`src/rtl/fifo_pkg.sv`:
```
// Shared dual-clock FIFO definitions: geometry defaults and gray-code helpers
// used by both the write-side and read-side controllers.
package fifo_pkg;

  localparam int P_SIZE_DEF = 4;
  localparam int ADDR_W     = P_SIZE_DEF - 1;
  localparam int DEPTH      = 1 << ADDR_W;

  // Helpers work on a 32-bit container; callers zero-extend and slice.
  function automatic logic [31:0] bin2gray(input logic [31:0] bin);
    return bin ^ (bin >> 1);
  endfunction

  function automatic logic [31:0] gray2bin(input logic [31:0] gray);
    logic [31:0] bin;
    bin[31] = gray[31];
    for (int i = 30; i >= 0; i--) begin
      bin[i] = bin[i+1] ^ gray[i];
    end
    return bin;
  endfunction

endpackage

```
`src/rtl/fifo_ptr_sync.sv`:
```
// Multi-flop synchroniser for a gray-coded pointer crossing into this clock
// domain; the read side reuses it for the write pointer.
module fifo_ptr_sync #(
  parameter int WIDTH  = 4,
  parameter int STAGES = 2
) (
  input  logic             clk,
  input  logic             rst,
  input  logic [WIDTH-1:0] d,
  output logic [WIDTH-1:0] q
);

  logic [WIDTH-1:0] stage [STAGES];

  // Shift chain; the first stage is the only one that may go metastable.
  always_ff @(posedge clk) begin
    if (rst) begin
      for (int i = 0; i < STAGES; i++) begin
        stage[i] <= '0;
      end
    end else begin
      stage[0] <= d;
      for (int i = 1; i < STAGES; i++) begin
        stage[i] <= stage[i-1];
      end
    end
  end

  assign q = stage[STAGES-1];

endmodule

```
`src/rtl/fifo_wr_ctrl.sv`:
```
// Write-side controller of the dual-clock FIFO: write pointer, memory strobe,
// gray pointer export, synchronised read pointer and full/level/overflow flags.
module fifo_wr_ctrl
  import fifo_pkg::*;
#(
  parameter int P_SIZE      = P_SIZE_DEF,
  parameter int AF_THRESH   = 6,
  parameter int SYNC_STAGES = 2
) (
  input  logic              w_clk,
  input  logic              w_rst,
  input  logic              w_inc,
  input  logic              ovf_clr,
  input  logic [P_SIZE-1:0] gray_rd_ptr,
  output logic              wr_en,
  output logic [P_SIZE-2:0] wr_addr,
  output logic [P_SIZE-1:0] gray_wr_ptr,
  output logic              full,
  output logic              almost_full,
  output logic [P_SIZE-1:0] wr_level,
  output logic              overflow
);

  localparam logic [P_SIZE-1:0] AF_LEVEL = P_SIZE'(AF_THRESH);

  logic [P_SIZE-1:0] wr_ptr;
  logic [P_SIZE-1:0] sync_rd;
  logic [P_SIZE-1:0] rd_bin;
  logic [P_SIZE-1:0] wr_gray_now;
  logic [31:0]       gray_wide;
  logic [31:0]       bin_wide;
  logic              conv_unused;

  fifo_ptr_sync #(
    .WIDTH  (P_SIZE),
    .STAGES (SYNC_STAGES)
  ) u_rd_sync (
    .clk (w_clk),
    .rst (w_rst),
    .d   (gray_rd_ptr),
    .q   (sync_rd)
  );

  // Pointer conversions, narrowed back to the pointer width.
  always_comb begin
    gray_wide   = bin2gray(32'(wr_ptr));
    bin_wide    = gray2bin(32'(sync_rd));
    wr_gray_now = gray_wide[P_SIZE-1:0];
    rd_bin      = bin_wide[P_SIZE-1:0];
  end

  assign conv_unused = ^{gray_wide[31:P_SIZE], bin_wide[31:P_SIZE]};

  // Full when the pointers differ only in the wrap bit, compared in gray form.
  assign full        = (wr_gray_now == {~sync_rd[P_SIZE-1:P_SIZE-2], sync_rd[P_SIZE-3:0]});
  assign wr_level    = wr_ptr - rd_bin;
  assign almost_full = (wr_level >= AF_LEVEL);
  assign wr_en       = w_inc & ~full & ~w_rst;
  assign wr_addr     = wr_ptr[P_SIZE-2:0];

  // Overflow set has priority over a same-cycle clear so no event is lost.
  always_ff @(posedge w_clk) begin
    if (w_rst) begin
      wr_ptr      <= '0;
      gray_wr_ptr <= '0;
      overflow    <= 1'b0;
    end else begin
      if (wr_en) begin
        wr_ptr <= wr_ptr + P_SIZE'(1);
      end
      gray_wr_ptr <= wr_gray_now;
      if (w_inc & full) begin
        overflow <= 1'b1;
      end else if (ovf_clr) begin
        overflow <= 1'b0;
      end
    end
  end

endmodule

```
`config.mk`:
```
export PLATFORM = sky130hd
export DESIGN_NAME = fifo_wr_ctrl
export DESIGN_NICKNAME = d
export VERILOG_FILES = /design/src/rtl/fifo_pkg.sv /design/src/rtl/fifo_ptr_sync.sv /design/src/rtl/fifo_wr_ctrl.sv
export SDC_FILE = /design/constraint.sdc
export NUM_CORES = 1
export LEC_CHECK = 0
export ABC_CLOCK_PERIOD_IN_PS = 4500
export CAP_MARGIN = 10
export CORE_ASPECT_RATIO = 1.2
export CORE_MARGIN = 2
export CORE_UTILIZATION = 45
export DETAILED_ROUTE_END_ITERATION = 16
export PLACE_DENSITY = 0.77
export SETUP_SLACK_MARGIN = 0.2
export SYNTH_ARGS = -nofsm -noshare
export SYNTH_HDL_FRONTEND = slang
export SYNTH_SLANG_ARGS = --single-unit
```
`constraint.sdc`:
```
create_clock -name w_clk -period 4.5 [get_ports w_clk]
set_input_delay 0.45 -clock w_clk [delete_from_list [all_inputs] [get_ports w_clk]]
set_output_delay 0.45 -clock w_clk [all_outputs]
set_load 0.01 [all_outputs]
```
### Word level (Yosys, flattened, before mapping)

Memories as Yosys holds them, arrays and structs flattened.
Cells that the tools add are included.

* bits in read-only memories: 0
* bits of input ports: 8
* memories: 1
* output and inout port bits: 15
* bits in registers: 9
* latch bits: 0
* RAM bits: 8

* multiplexer cells: 7
* multiply operators: 0
* add/sub/neg operators: 2
* reductions and logical operators: 1
* divide/modulo/power cells: 0
* $lt $le $gt $ge: 1
* bitwise gates (word level): 12
* eq/ne operators: 1
* shifts and indexed selects: 0

Memories
* u_rd_sync.stage: depth 2, width 4, read ports 2, clocked after memory_dff 0, wr ports 2, RTL line fifo_ptr_sync.sv:13 `logic [WIDTH-1:0] stage [STAGES];`

Operators by type and width (count)
* $mux 4: 2
* $mux 1: 5
* $add 4x1->4 const B: 1
* $eq 4x4->1: 1
* $ge 4x3->1 const B: 1
* $sub 4x4->4: 1
* $xor 4x3->4: 1
* $and 1x1->1: 3
* $xor 1x1->1: 3
* $not 1->1: 2
* $not 2->2: 1
* $or 1x1->1: 2
* $reduce_bool 2->1: 1

### Longest topological paths before layout

An unclocked memory read counts as a cell.

* word-level depth: 6
* gate-level depth with buffers: 9
* mapped depth without buffers: 9

### Cells and area by module

From an unflattened synthesis, not the netlist that was laid out.

* cell total of the unflattened synthesis: 78
* area total of the unflattened synthesis: 798.3 um2

By module, submodules not included
* fifo_wr_ctrl: instances 1, area each 558.0 um2, cells each 58
* fifo_ptr_sync: instances 1, area each 240.2 um2, cells each 20

### Worst setup path before layout

Ideal clock, no wire load.

* path kind: register -> output
* start point: memory u_rd_sync.stage[1][3], in the netlist u_rd_sync.stage[0][7]
* end point: output almost_full
* required time: 4050 ps
* stages on the path, launching flop included: 10
* arrival: 2059 ps
* setup slack: 1991 ps
* path through: dfxtp_1 -> xnor2_1 -> xor2_1 -> xnor2_1 -> ha_1 -> inv_1 -> fa_1 -> xor2_1 -> nand2_1 -> o21ai_0

RTL lines
* from (decl): RTL line fifo_ptr_sync.sv:13
* to (decl): RTL line fifo_wr_ctrl.sv:19 `output logic almost_full,`

==> results by group <==
Floorplanning
  • Die width: 42.06 um
  • Core ar.: 1642 um2
  • I/O pins: 23
  • Rows: 16
  • Die ar.: about 2100 um2
  • Chip height: 49.67 um
  • Initial Util: 47.64%

Final layout
  • Layout Nets: 115
  • Layout Area Growth over Synthesis: 32.96%
  • Most common library cell in the layout ignoring fill and taps: clkdlybuf4s50_1
  • Fin area: 1040 um2
  • Layout cell share with drive strength beyond 1: 6.000%
  • Fillcell total: approximately 150
  • Core Util, Final: between 60 and 70%
  • Fin cells: ~120
  • Ant diodes: 0
  • Most frequent cells in the layout: clkdlybuf4s50_1, dfxtp_1, nor2b_1

Place
  • IO Port Bufs: 22
  • DP Area: just over 1000 um2
  • Pre-CTS setup slack: 1.492 ns
  • Gpl congestion: 0.7391
  • Dpl cells: between 100 and 150
  • DP Wirelength: 994.9 um

Pwr
  • LEAKAGE: about 0.43 nW
  • Pwr Total: 0.3403 mW
  • Power Dens Cells: 327.3 nW/um2
  • Max VDD drop: 0.2555 mV

Global routing
  • Vias in the first global route: 557
  • First-pass GRT wire length: 2270 um
  • Pin count of the biggest net entering global routing: 19
  • Initial antenna violation count: 0
  • Total global routing overflow: 0
  • Total track usage: 14.74%

Clocking
  • Clock-pin slew on the worst setup and hold paths: 0.09 ns
  • CTS root buf: clkbuf_4
  • Clk sinks: 17
  • # Post-CTS Setup Buffers: 0
  • Clock latency on the worst-skew pair: ~0.28 ns
  • CTS H-tree lvls: 1
  • CTS tree: yes
  • Clock Tree Buf Depth: 2
  • Post-CTS Resized: 0
  • CTS hold repair buffers: 0
  • Num CTS Buffers: 3

Yosys
  • Syn_nets: 90
  • Flops & latches, synth: 17
  • Leading area contributor after synthesis: dfxtp_1
  • YS warnings: 0
  • Top cells by area, synth: dfxtp_1, nor2b_1, ha_1
  • Cell area after synthesis: slightly below 800 um2
  • EDFF count, synth: 0
  • Register area share after synthesis: ~44%
  • Mean Syn Cell Area: 10.29 um2
  • Asr flop ratio synth: 0%
  • Top-area cell type share of the netlist area: between 40 and 50%
  • Synth Flop Type: dfxtp_1
  • Post-Synthesis Cells: 76
  • Distinct cell type count after synthesis: 20

Route
  • Vias per cell: 4.822
  • Routed Antenna Nets: 0
  • Iteration count of the initial detailed-routing pass: 4
  • Routed len/inst: roughly 11 um
  • Total wire length: 1259 um
  • Starting DRC count in detailed routing: 7
  • Residual DRC: 0
  • Via count: 569

STA
  • Hold_ws: 0.4428 ns
  • Setup TNS: 0 ns
  • Final Critical Period: 3.284 ns
  • Final hold vios: 0
  • Setup-failing EPs final: 0
  • Period utilization: 72.97%
  • Final WS setup: roughly 1.2 ns
  • Worst slew pin tran: approximately 0.60 ns
  • RSZ-0062 raised after global routing: false
  • Slew margin rel.: 59.92%
  • Fmax: approximately 300 MHz
  • Slew Limit Fails: 0
  • Final Skew: 0.004723 ns

Min path
  • Hold_sp: u_rd_sync.stage[0][3]
  • Worst Hold Class: register to register

Setup path
  • Crit path arrival time: 2.83 ns
  • Reg2reg start: wr_ptr[1]
  • Worst Setup End Kind: primary output
  • CP required: 4.05 ns
  • Crit Path Max Fanout: 3
  • Startpoint Class: register
  • Setup CP Type: register to primary output
  • R2r setup slk: 2.47 ns
  • Crit. Startpoint: u_rd_sync.stage[0][7]

Job
  • Maxcap violations: 0

Outcome
  • Run status: finished, final reports clean
layer usage:
layer	global-route usage, %	up-vias	routed length (um)
met1	16.40	256	550
li1	-	293	-
met2	25.78	18	630
met5	0	-	0
met3	2.198	2	63
met4	9.375	0	14
area by class of cell:
cell class / count / area, um2 / share of cell area [%]
clock buffers: 4 / 26.28 / 2.527
inverters: 5 / 18.77 / 1.805
multi-input cells: 52 / 411.6 / 39.59
flip-flops and latches: 17 / 340.3 / 32.73
well taps: 18 / 22.52 / 2.166
repair buffers: 22 / 220.2 / 21.18
synth_stat cells (all sizes together), types with 3 or more instances:
master and n:
a21oi 3, dfxtp 17, ha 5, inv 5, nand2 3, nor2 5, nor2b 14, o21ai 4
xnor2 5, xor2 5
path summary, 6_finish.rpt:
check | endpoint | depth (start not counted)
max | almost_full | 10
min | u_rd_sync.stage[0][7] | 1
max reg2reg | wr_ptr[1] | 4
min reg2reg | u_rd_sync.stage[0][7] | 1
worst max-delay path, cell delays in order, from the launching register on:
cell             delay [ns]
dfxtp_1                0.40
xnor2_1                0.18
xor2_1                 0.34
xnor2_1                0.16
ha_1                   0.18
inv_1                  0.05
fa_1                   0.37
xor2_1                 0.17
nand2_1                0.08
o21ai_0                0.07
clkdlybuf4s50_1        0.55
registers in the layout, summed over array words and instances (netlist names):
name / count
wr_ptr: 4
overflow: 1
gray_wr_ptr: 4
u_rd_sync.stage: 8
cells by family after synthesis:
logic type | share of synthesized area, %
AOI/OAI and AO/OA | 8.000
xor gates and xnor gates | 14.08
adders and majority gates | 10.56
buffers and inverters | 3.840
DFF | 43.52
muxes | 1.440
and+or+nand+nor | 18.56
power breakdown:
part           switching [mW]  internal (mW)  total, mW
Combinational          0.0424         0.0563     0.0987
Clock                  0.0445         0.0344     0.0790
Sequential            0.00524          0.157      0.163
(Power assumes the default switching activity.)
